## src/rtl/instr_encoder.sv

```systemverilog
// Program-loader front end: assembles symbolic MIPS requests into 32-bit words and writes them sequentially.
// Optional field checking is enabled by defining INSTR_ENC_FIELD_CHECK_EN.
module instr_encoder #(
  parameter int ADDR_W = 6
) (
  input  logic              clk,
  input  logic              reset,
  input  logic              start,
  input  logic              in_valid,
  output logic              in_ready,
  input  logic [3:0]        op,
  input  logic [4:0]        rs,
  input  logic [4:0]        rt,
  input  logic [4:0]        rd,
  input  logic [4:0]        shamt,
  input  logic [15:0]       imm,
  input  logic [25:0]       target,
  output logic              mem_we,
  output logic [ADDR_W-1:0] mem_addr,
  output logic [31:0]       mem_wdata,
  output logic [ADDR_W:0]   count,
  output logic              full,
  output logic              err_illegal,
  output logic              err_field
);

  typedef enum logic [1:0] {
    ST_IDLE = 2'd0,
    ST_LOAD = 2'd1,
    ST_FULL = 2'd2
  } state_t;

  localparam logic [ADDR_W-1:0] LAST_ADDR = {ADDR_W{1'b1}};

  state_t            state_r;
  state_t            state_next_s;
  logic [ADDR_W-1:0] addr_r;
  logic [ADDR_W:0]   count_r;
  logic              we_r;
  logic [ADDR_W-1:0] waddr_r;
  logic [31:0]       wdata_r;
  logic              err_illegal_r;
  logic              accept_s;
  logic              legal_s;
  logic [31:0]       word_s;

  // Unused fields of each format are dropped here rather than passed through.
  function automatic logic [31:0] encode_word(
    input logic [3:0]  f_op,
    input logic [4:0]  f_rs,
    input logic [4:0]  f_rt,
    input logic [4:0]  f_rd,
    input logic [4:0]  f_shamt,
    input logic [15:0] f_imm,
    input logic [25:0] f_target
  );
    logic [31:0] w;
    case (f_op)
      4'd0:    w = {6'b000000, f_rs, f_rt, f_rd, 5'd0, 6'b100000};
      4'd1:    w = {6'b000000, f_rs, f_rt, f_rd, 5'd0, 6'b100100};
      4'd2:    w = {6'b000000, f_rs, f_rt, f_rd, 5'd0, 6'b100101};
      4'd3:    w = {6'b000000, f_rs, f_rt, f_rd, 5'd0, 6'b101010};
      4'd4:    w = {6'b000000, 5'd0, f_rt, f_rd, f_shamt, 6'b000000};
      4'd5:    w = {6'b000000, 5'd0, f_rt, f_rd, f_shamt, 6'b000010};
      4'd6:    w = {6'b000000, f_rs, f_rt, f_rd, 5'd0, 6'b100010};
      4'd7:    w = {6'b000000, f_rs, 15'd0, 6'b001000};
      4'd8:    w = {6'b001000, f_rs, f_rt, f_imm};
      4'd9:    w = {6'b000100, f_rs, f_rt, f_imm};
      4'd10:   w = {6'b000101, f_rs, f_rt, f_imm};
      4'd11:   w = {6'b100011, f_rs, f_rt, f_imm};
      4'd12:   w = {6'b101011, f_rs, f_rt, f_imm};
      4'd13:   w = {6'b000011, f_target};
      default: w = 32'h0000_0000;
    endcase
    return w;
  endfunction

`ifdef INSTR_ENC_FIELD_CHECK_EN
  function automatic logic field_discarded(
    input logic [3:0] f_op,
    input logic [4:0] f_rs,
    input logic [4:0] f_rt,
    input logic [4:0] f_rd,
    input logic [4:0] f_shamt
  );
    logic bad;
    case (f_op)
      4'd0, 4'd1, 4'd2, 4'd3, 4'd6: bad = (f_shamt != 5'd0);
      4'd4, 4'd5:                   bad = (f_rs != 5'd0);
      4'd7:    bad = (f_rt != 5'd0) || (f_rd != 5'd0) || (f_shamt != 5'd0);
      default: bad = 1'b0;
    endcase
    return bad;
  endfunction
`endif

  assign in_ready  = (state_r == ST_LOAD) && !start;
  assign accept_s  = in_valid && in_ready;
  assign legal_s   = (op <= 4'd13);
  assign word_s    = encode_word(op, rs, rt, rd, shamt, imm, target);

  assign mem_we      = we_r;
  assign mem_addr    = waddr_r;
  assign mem_wdata   = wdata_r;
  assign count       = count_r;
  assign full        = (state_r == ST_FULL);
  assign err_illegal = err_illegal_r;

  // Next-state logic; start always returns to LOAD.
  always_comb begin
    state_next_s = state_r;
    case (state_r)
      ST_IDLE: begin
        if (start) state_next_s = ST_LOAD;
        else       state_next_s = ST_IDLE;
      end
      ST_LOAD: begin
        if (start)                                          state_next_s = ST_LOAD;
        else if (accept_s && legal_s && addr_r == LAST_ADDR) state_next_s = ST_FULL;
        else                                                state_next_s = ST_LOAD;
      end
      ST_FULL: begin
        if (start) state_next_s = ST_LOAD;
        else       state_next_s = ST_FULL;
      end
      default: state_next_s = ST_IDLE;
    endcase
  end

  // State, address/count and write-port registers.
  always_ff @(posedge clk) begin
    if (reset) begin
      state_r       <= ST_IDLE;
      addr_r        <= '0;
      count_r       <= '0;
      we_r          <= 1'b0;
      waddr_r       <= '0;
      wdata_r       <= 32'h0000_0000;
      err_illegal_r <= 1'b0;
    end else begin
      state_r <= state_next_s;
      if (start) begin
        // A word already on the write port is replayed at address 0 of the new image.
        we_r          <= we_r;
        waddr_r       <= '0;
        addr_r        <= ADDR_W'(we_r);
        count_r       <= (ADDR_W+1)'(we_r);
        err_illegal_r <= 1'b0;
      end else if (accept_s && legal_s) begin
        we_r    <= 1'b1;
        waddr_r <= addr_r;
        wdata_r <= word_s;
        addr_r  <= addr_r + ADDR_W'(1);
        count_r <= count_r + (ADDR_W+1)'(1);
      end else if (accept_s) begin
        we_r          <= 1'b0;
        err_illegal_r <= 1'b1;
      end else begin
        we_r <= 1'b0;
      end
    end
  end

`ifdef INSTR_ENC_FIELD_CHECK_EN
  logic err_field_r;

  // Sticky flag for legal requests whose discarded fields were nonzero.
  always_ff @(posedge clk) begin
    if (reset) begin
      err_field_r <= 1'b0;
    end else if (start) begin
      err_field_r <= 1'b0;
    end else if (accept_s && legal_s && field_discarded(op, rs, rt, rd, shamt)) begin
      err_field_r <= 1'b1;
    end else begin
      err_field_r <= err_field_r;
    end
  end

  assign err_field = err_field_r;
`else
  assign err_field = 1'b0;
`endif

endmodule
```

## config.mk

```make
export PLATFORM = sky130hd
export DESIGN_NAME = instr_encoder
export DESIGN_NICKNAME = d
export VERILOG_FILES = /design/src/rtl/instr_encoder.sv
export SDC_FILE = /design/constraint.sdc
export NUM_CORES = 1
export LEC_CHECK = 0
export ABC_CLOCK_PERIOD_IN_PS = 1800
export CAP_MARGIN = 20
export CORE_MARGIN = 2
export CORE_UTILIZATION = 26
export DETAILED_ROUTE_END_ITERATION = 12
export SYNTH_ARGS = -nofsm -noshare
export SYNTH_HDL_FRONTEND = slang
export SYNTH_SLANG_ARGS = --single-unit
```

## constraint.sdc

```tcl
create_clock -name clk -period 1.8 [get_ports clk]
set_input_delay 0.36 -clock clk [delete_from_list [all_inputs] [get_ports clk]]
set_output_delay 0.36 -clock clk [all_outputs]
set_load 0.005 [all_outputs]
```

# After elaboration in Yosys (flattened, before gate mapping)
# Cells that the tools add are included.
[word_totals]
out_inout_bits = 50
wordCells = 52
ff_bits = 55
inputBits = 70
[classes]
order_cmp = 1
n_bitwise = 2
mux = 11
n_reduce_logical = 11
add_sub_neg = 2
n_eq_ne = 16
[op_table]
columns = ["op", "n"]
rows = [
  ["$pmux W32 S14", 1],
  ["$eq A4 B4 Y1 const B", 6],
  ["$eq A4 B3 Y1 const B", 4],
  ["$eq A4 B2 Y1 const B", 2],
  ["$add A7 B1 Y7 const B", 1],
  ["$add A6 B1 Y6 const B", 1],
  ["$eq A6 B6 Y1 const B", 1],
  ["$mux W1", 6],
  ["$mux W2", 3],
  ["$pmux W2 S3", 1],
  ["$eq A4 B1 Y1 const B", 1],
  ["$le A4 B4 Y1 const B", 1],
  ["$logic_and A1 B1 Y1", 4],
  ["$logic_not A4 Y1", 1],
  ["$reduce_and A2 Y1", 2],
  ["$eq A2 B1 Y1 const B", 1],
  ["$eq A2 B2 Y1 const B", 1],
  ["$logic_not A2 Y1", 1],
  ["$not A1 Y1", 2],
  ["$reduce_bool A2 Y1", 1],
  ["$reduce_or A2 Y1", 1],
  ["$logic_not A1 Y1", 1],
]

# Longest topological paths before layout
[logic_depth]
word_depth = 8
mapped_depth = 8

# Worst setup path after synthesis
# No wires, ideal clock.
[synth_timing]
path_type = "input-to-reg"
start = "input op[3]"
end = "register state_r[0]"
slack_ns = 0.382
setup_time_ns = 0.117
path_stages = 7
path_buffers = 3
t_arrival_ns = 1.301
t_required_ns = 1.683
cell_sequence = "buf_6 -> and3_4 -> buf_6 -> nor2_8 -> buf_6 -> nand4_1 -> a22o_1"
[synth_between]
elab_chain_len = 6
[synth_rtl]
columns = ["item", "line_no", "source"]
rows = [
  ["start: declaration", "11", "input logic [3:0] op,"],
  ["$le A4 B4 Y1", "99", "assign legal_s = (op <= 4'd13);"],
  ["$logic_and A1 B1 Y1 (2 in series)", "119", "else if (accept_s && legal_s && addr_r == LAST_ADDR) state_next_s = ST_FULL;"],
  ["$mux W2", "119", ""],
  ["$mux W2", "118", "if (start) state_next_s = ST_LOAD;"],
  ["$pmux W2 S3", "112", "case (state_r)"],
  ["end signal: assignment", "141", "state_r <= state_next_s;"],
  ["end: declaration", "35", "state_t state_r;"],
]
# Every way passes these cells.
# A chain may end at the register's enable or synchronous reset.

# Worst setup path in the final report
[layout_timing]
start = "register state_r[0]"
end = "output full"
[layout_between]
elab_chain_len = 1
[layout_rtl]
columns = ["item", "line_no", "source"]
rows = [
  ["$eq A2 B2 Y1", "106", "assign full = (state_r == ST_FULL);"],
  ["end: declaration", "22", "output logic full,"],
]
# Every way passes these cells.

==> results.toml <==
[outcome]
status = "complete, no violations"

[pwr]
peakVddDrop_mv = 0.2753
power.total_mw = 2.490
p_per_area_nw_per_um2 = 553.1
power.leakage_nw = 1.599

[timing]
setup_viol = 0
finalMaxSlewViolations = 0
fin_crit_ns = 1.725
fmax_ghz = 0.5799
min_period_over_period_pct = 95.81
worst_slack_ns = 0.07545
hold_viol = 0
rsz0062_at_grt = "false"
finalClockSkew_ns = 0.006282
whs_ns = 0.4574

[global_routing]
grt-ovfl-total = 0
grt_use_total_pct = 14.60
grt_pass1_vias = 2951
grt_pass1_wl_mm = 14.04
antenna_found_initial = 0
grt_start_max_net_pins = 34

[cts]
htree_num_levels = 2
clk_pin_slew_ns = 0.09
cts_tree = "built"
cts_max_path_buffers = 2
cts_buffers = 5
insertion_delay_ns = 0.30
holdBufCountCts = 0
clockRootBuffer = "clkbuf_8"
cts.sinks = 54

[drt]
via_count = 3000
routed_wirelength_mm = 8.780
wl_per_cell_um = 13.85
dr.pass1.iters = 4
avgViaCountPerCell = 4.732
antenna_left = 0
drc = 0
drt_iter0_markers = 149

[setup_path]
reg2reg_to = "mem_wdata[9]$_SDFFE_PP0P_"
crit_fanout = 6
end_kind = "output pin"
timing.reg2reg.setup_slack_ns = 0.35
crit_arrival_ns = 1.36
r2r-start = "state_r[1]$_SDFF_PP0_"
start_kind = "register"
cp_data_required_time_ns = 1.44
r2r_cells = 7
crit_type = "reg -> out"

[floorplan]
ioPinCount = 120
chipWidth_um = 109.6
die_h_um = 109.6
core-area_sq_um = 10840
dieArea_sq_um = 12010
start_util_pct = 26.74
rows = 38

[placed_design]
dp_hpwl_mm = 6.950
routabilityCongestion = 0.8219
post_dp_cell_area_sq_um = 4427
dp_slack_ns = -0.1753
dp.cells = 627
io_buffers = 117

[min_path]
min-delay-start = "mem_addr[4]$_SDFFE_PP0N_"
holdPathEnd = "mem_addr[4]$_SDFFE_PP0N_"
hold_path.class = "reg -> reg"
hold_depth = 2

[cells_and_area]
area_growth_pct = 55.29
fin_cells = 634
final_area_sq_um = 4502
fillers = 1091
multi_input_area_sq_um = 1592
regArea_sq_um = 1081
drive_above_1_share_pct = 10.73
n_antenna_cell = 0
nNetsFinal = 566

[synthesis]
ys_ff_latch = 54
avgSynthCellArea_sq_um = 7.964
syn-cell-area_sq_um = 2899
ys_types = 51
yosysTopAreaCellShare_pct = 37.29
synthCells = 364
ys_warn_count = 0
synth_top_area_cell = "dfxtp_1"
ys_top_cells_by_area = "dfxtp_1 (37%), a21oi_1 (6.6%), nor3_1 (5.9%)"
ys_seq_area_share_pct = 37.29

[run]
cap_violations = 0
registers in the layout, summed over array words and instances, names as in the netlist:
name,flops
addr_r,6
err_illegal,1
mem_wdata,31
mem_addr,6
mem_we,1
state_r,2
count,7
worst max-delay path, cell delays in order (launching register included):
cell and delay, ns:
dfxtp_1 0.35, nand2b_1 0.17, inv_1 0.06, clkdlybuf4s50_1 0.49
how the worst max path moves through the flow:
| stage | from | end | slack (ns) | cells past startpoint |
|---|---|---|---|---|
| 6_report | state_r[0]$_SDFF_PP0_ | full | 0.08 | 3 |
| 5_1_grt | state_r[0]$_SDFF_PP0_ | full | 0.007 | 3 |
| 4_1_cts | state_r[0]$_SDFF_PP0_ | full | 0.07 | 3 |
| 3_5_place_dp | op[3] | mem_wdata[9]$_SDFFE_PP0P_ | -0.18 | 6 |
| 3_3_place_gp | op[3] | mem_wdata[18]$_SDFFE_PP0P_ | -0.13 | 6 |
| 2_1_floorplan | op[3] | state_r[0]$_SDFF_PP0_ | 0.38 | 7 |
report_power, final:
| group | switching [mW] | total [mW] | internal, mW | leakage, nW |
|---|---|---|---|---|
| logic | 0.243 | 0.585 | 0.341 | 1.12 |
| registers | 0.0273 | 1.26 | 1.23 | 0.438 |
| clock network | 0.376 | 0.645 | 0.269 | 0.0383 |
metal layers:
layer | global-route usage (%) | vias to the layer above | part of all wire (%)
li1 | - | 1541 | -
met1 | 18.22 | 1363 | 44
met2 | 26.01 | 92 | 49
met3 | 3.497 | 4 | 7.1
met4 | 1.989 | 0 | 0.36
met5 | 0 | - | 0
cells in the final DEF, fill, tap and decap left out, types with 3 or more instances in the layout:
cell type	Yosys	final
buf_12	0	8
xnor2_1	9	9
a221oi_1	6	6
buf_4	8	30
a311oi_1	3	3
nand3_1	22	22
clkdlybuf4s50_1	0	116
a22oi_1	5	5
nor3_1	34	34
nor2_1	41	41
nand2b_1	22	22
dfxtp_1	54	54
a211oi_1	12	12
clkbuf_8	0	5
nand4_1	7	7
inv_1	6	6
xor2_1	3	3
nor4_2	3	3
nand2_1	31	31
a21oi_1	38	38
per-stage QoR:
step	setup TNS, ns	util [%]
2_1_floorplan	0	-
3_3_place_gp	-3.911	40.84
3_5_place_dp	-4.998	40.84
4_1_cts	0	41.53
5_1_grt	0	41.53
6_report	0	41.53
Yosys cell counts (all sizes together):
cell type and instances:
dfxtp 54, nor2 42, a21oi 38, nor3 36
nand2 32, buf 26, nand2b 22, nand3 22
a211oi 12, xnor2 9, clkbuf 7, nand4 7
a221oi 6, inv 6, a22oi 5, nor4 5
a311oi 3, and3 3, xor2 3, ha 2
o21ai 2, o22ai 2, a21o 1, a22o 1
a31oi 1, a32oi 1, and2 1, and4bb 1
conb 1, maj3 1, nand3b 1, nand4bb 1
nor2b 1, nor3b 1, o211a 1, o21a 1
o21bai 1, o221ai 1, o31a 1, or2 1
or3 1, or3b 1
logic make-up (layout without fill, tap and decap cells):
logic type / after synthesis / count (layout) / synth area share (%)
buffers and inverters: 39 / 168 / 7.941
xor gates and xnor gates: 12 / 12 / 3.626
other: 1 / 2 / 0.1294
adders and majority gates: 3 / 3 / 1.208
DFF: 54 / 54 / 37.29
and+or+nand+nor: 178 / 178 / 32.80
AOI/OAI and AO/OA: 77 / 77 / 17.01
cell type report:
| cell class | instances | share of cell area [%] |
|---|---|---|
| clock buffers | 7 | 1.695 |
| inverters | 6 | 0.5003 |
| multi-input cells | 272 | 35.35 |
| flip-flops and latches | 54 | 24.01 |
| well taps | 140 | 3.891 |
| repair buffers | 155 | 34.55 |
what timing repair did:
item	4_1_cts	5_1_grt
buffers inserted	0	0
endpoints found under the setup margin	1	0
gates resized for setup	1	0
Power figures use the tool's default switching activity.
